<file path="src/rtl/sat_counter.sv">
// Up-counter that sticks at all-ones instead of wrapping.
module sat_counter #(
    parameter int W = 16
) (
    input  logic         clk,
    input  logic         reset,
    input  logic         inc,
    output logic [W-1:0] count
);

    always_ff @(posedge clk) begin
        if (reset) begin
            count <= '0;
        end else if (inc && (count != {W{1'b1}})) begin
            count <= count + W'(1);
        end
    end

endmodule

</file>
<file path="config.mk">
export PLATFORM = sky130hd
export DESIGN_NAME = sat_counter
export DESIGN_NICKNAME = d
export VERILOG_FILES = /design/src/rtl/sat_counter.sv
export SDC_FILE = /design/constraint.sdc
export NUM_CORES = 1
export LEC_CHECK = 0
export ABC_AREA = 1
export CAP_MARGIN = 20
export CORE_ASPECT_RATIO = 1.4
export CORE_MARGIN = 2
export CORE_UTILIZATION = 45
export DETAILED_ROUTE_END_ITERATION = 12
export GPL_ROUTABILITY_DRIVEN = 0
export PLACE_DENSITY_LB_ADDON = 0.25
export SLEW_MARGIN = 20
export SYNTH_ARGS = -nofsm -noshare
export SYNTH_HDL_FRONTEND = slang
export SYNTH_SLANG_ARGS = --single-unit
</file>
<file path="constraint.sdc">
create_clock -name clk -period 1.9 [get_ports clk]
set_input_delay 0.38 -clock clk [delete_from_list [all_inputs] [get_ports clk]]
set_output_delay 0.38 -clock clk [all_outputs]
set_load 0.005 [all_outputs]
</file>
==> results.toml, run 1 <==
[run_status]
status = "completed"

[critical_path]
reg2regPathDepth = 7
end_kind = "primary output"
worstPathRequired_ns = 1.52
cp_data_arrival_time_ns = 1.28
crit_family = "buffers and inverters"
worst-path-buf-inv = 1
cp-startpoint = "count[11]$_SDFFE_PP0P_"
critPathMaxStageDelay_ns = 0.54
crit_end = "count[11]"
rr_startpoint = "count[0]$_SDFFE_PP0P_"
critical_path_class = "register to primary output"
crit_path_cell_trace = "clkdlybuf4s50_1"
rrSetupSlack_ns = 0.38
cp_num_cells = 1
reg2reg_to = "count[14]$_SDFFE_PP0P_"
start_kind = "register"
critPathSlowestCell = "clkdlybuf4s50_1"
worstPathMaxFanout = 6

[grt]
grt_usage_pct = 17.5
grt_pass1_wl_um = 3370
grt_pass1_vias = 842
antenna_found_initial = 0
grt_max_degree = 17
gr-total-overflow = 0

[sta]
period_minus_slack_ns = 1.66
worstMarginPinSlew_ns = 0.495
period_share_pct = 87.6
fmax_mhz = 601
rsz0062_at_grt = "no"
timing_hold_violations_final = 0
maxSlewHeadroom_pct = 67.0
setup_violations = 0
finalSetupTns_ns = 0
setup_ws_ns = 0.236
worst_clock_skew_ns = 0.00518
final_max_slew_viol_count = 0

[floorplanning]
io_pins = 19
fp.dieH_um = 57.8
start_util_pct = 47.7
design.core.area_um2 = 1950
dieArea_um2 = 2450
std_cell_rows = 19
die_w_um = 42.4

[clock_network]
post_cts_resized = 0
cts_root_buf = "clkbuf_4"
clk_pin_slew_ns = 0.10
clk_latency_ns = 0.29
cts.hold.buffers_added = 0
cts_tree = "done"
post_cts_buffers = 0
cts_buffer_depth = 2
htreeDepth = 1
cts-buffers-inserted = 3
clkSinkCount = 16

[cells_and_area]
top_register = "count"
drive_gt1_share_pct = 11.8
utilization_pct = 59.9
fillers = 184
largestRegisters = "count x16"
synthToLayoutAreaGrowth_pct = 25.6
largest_reg_flops = 16
nets = 175
antenna_cells = 0

[logic_synthesis]
yosysSeqAreaShare_pct = 34.5
netlist_instances = 149
synthesis.nets = 153
synth_edf_count = 0
yosysTopAreaCell = "dfxtp_1"
ys.flop_type = "dfxtp_1"
netlist.area_leader.share_pct = 34.5
yosys_warnings = 0
async_flop_share_pct = 0
syn_area_per_cell_um2 = 6.24
ys_ff_latch = 16
ys_types = 16
synth_common_cells = "46 x nand2_1, 35 x nor2_1, 16 x dfxtp_1"
ys_top_cells_by_area = "dfxtp_1 34%, nand2_1 19%, nor2_1 14%"
yosysMostFrequentCell = "nand2_1"
syn_area_um2 = 930

[route]
route.detailed.drc = 0
wire_per_inst_um = 10.2
ant_nets = 0
via_per_inst = 5.05
drt-initial-drc-count = 24
first_pass_iters = 5
wl_um = 1950
dr_total_vias = 965

[min_path]
hold_class = "register to register"

[placed_design]
io_buffer_count = 18
post-place-ws_ns = 0.153
dpl.hpwl_um = 1520

[flow_run]
cap_violations = 0

[power_and_ir_drop]
p_sw_share_pct = 22.8
intPower_uw = 477
pwr-share-comb_pct = 7.0
power.density_nw_per_um2 = 529
p_leak_uw = 0.000464
power_switching_uw = 141
p_clk_share_pct = 37.4
peakVddDrop_mv = 0.584
power_uw = 618
sequentialPowerShare_pct = 55.6
[cell usage in the layout, fill, tap and decap left out]
cell             count
nor2_1              35
inv_1               10
a21oi_1              7
clkdlybuf4s50_1     18
nor2_2              10
buf_4                1
ha_1                 1
dfxtp_1             16
clkbuf_4             3
or2_0                1
nor3_1               1
nand4_1              3
nor2_8               1
nand2_1             46
clkbuf_8             1
nand3_1             12
nor2_4               2
nand2_2              2
[power groups by stage]
| stage | registers [uW] | clock network (uW) | logic, uW |
|---|---|---|---|
| 3_3_place_gp | 351 | 0 | 42.6 |
| 4_1_cts | 344 | 236 | 43.8 |
| 6_report | 344 | 231 | 43.4 |
| 2_1_floorplan | 352 | 0 | 27.0 |
| 3_5_place_dp | 351 | 0 | 43.5 |
| 5_1_grt | 345 | 247 | 50.3 |
[routing by layer]
| layer | share of wire (%) | vias up | global-route usage (%) |
|---|---|---|---|
| met1 | 43 | 416 | 21.6 |
| met5 | 0 | - | 0 |
| met2 | 49 | 34 | 29.7 |
| met4 | 1.8 | 0 | 9.38 |
| met3 | 5.9 | 6 | 1.87 |
| li1 | - | 509 | - |
[kinds of logic (layout without fill, tap and decap cells)]
group	after synthesis	count (layout)	synth area share [%]
compound gates	7	7	3.77
buf+inv	12	33	5.38
flops	16	16	34.5
simple gates	113	113	55.0
fa+ha+maj	1	1	1.35
[area by class of cell]
class	instances	area [um2]	area share, %
tap	21	26.3	2.25
inverter	10	37.5	3.22
sequential	16	320	27.4
multi-input combinational	121	559	47.9
clock buffer	4	36.3	3.11
timing repair buffer	19	188	16.1
[stage by stage]
stage	hold slack, ns	area [um2]	cells
floorplan	0.509	930	149
global placement	0.509	1130	187
detailed placement	0.512	1130	187
CTS	0.528	1170	191
global route	0.574	1170	191
finish	0.522	1170	191
[worst min path at each step]
stage / from / slack [ns] / depth (start not counted) / to
after floorplan: count[1]$_SDFFE_PP0P_ / 0.51 / 2 / count[1]$_SDFFE_PP0P_
after global placement: count[1]$_SDFFE_PP0P_ / 0.51 / 2 / count[1]$_SDFFE_PP0P_
after detailed placement: count[1]$_SDFFE_PP0P_ / 0.51 / 2 / count[1]$_SDFFE_PP0P_
after CTS: count[1]$_SDFFE_PP0P_ / 0.53 / 2 / count[1]$_SDFFE_PP0P_
after global routing: count[1]$_SDFFE_PP0P_ / 0.57 / 2 / count[1]$_SDFFE_PP0P_
final: count[1]$_SDFFE_PP0P_ / 0.52 / 2 / count[1]$_SDFFE_PP0P_
Power figures use the tool's default switching activity.
==> run 2, diff against run 1 <==
- CTS_CLUSTER_SIZE: default -> 12
- TNS_END_PERCENT: default -> 50
==> results of run 2 <==
Same layout as run 1: the final DEF is identical, and so are final timing and power.
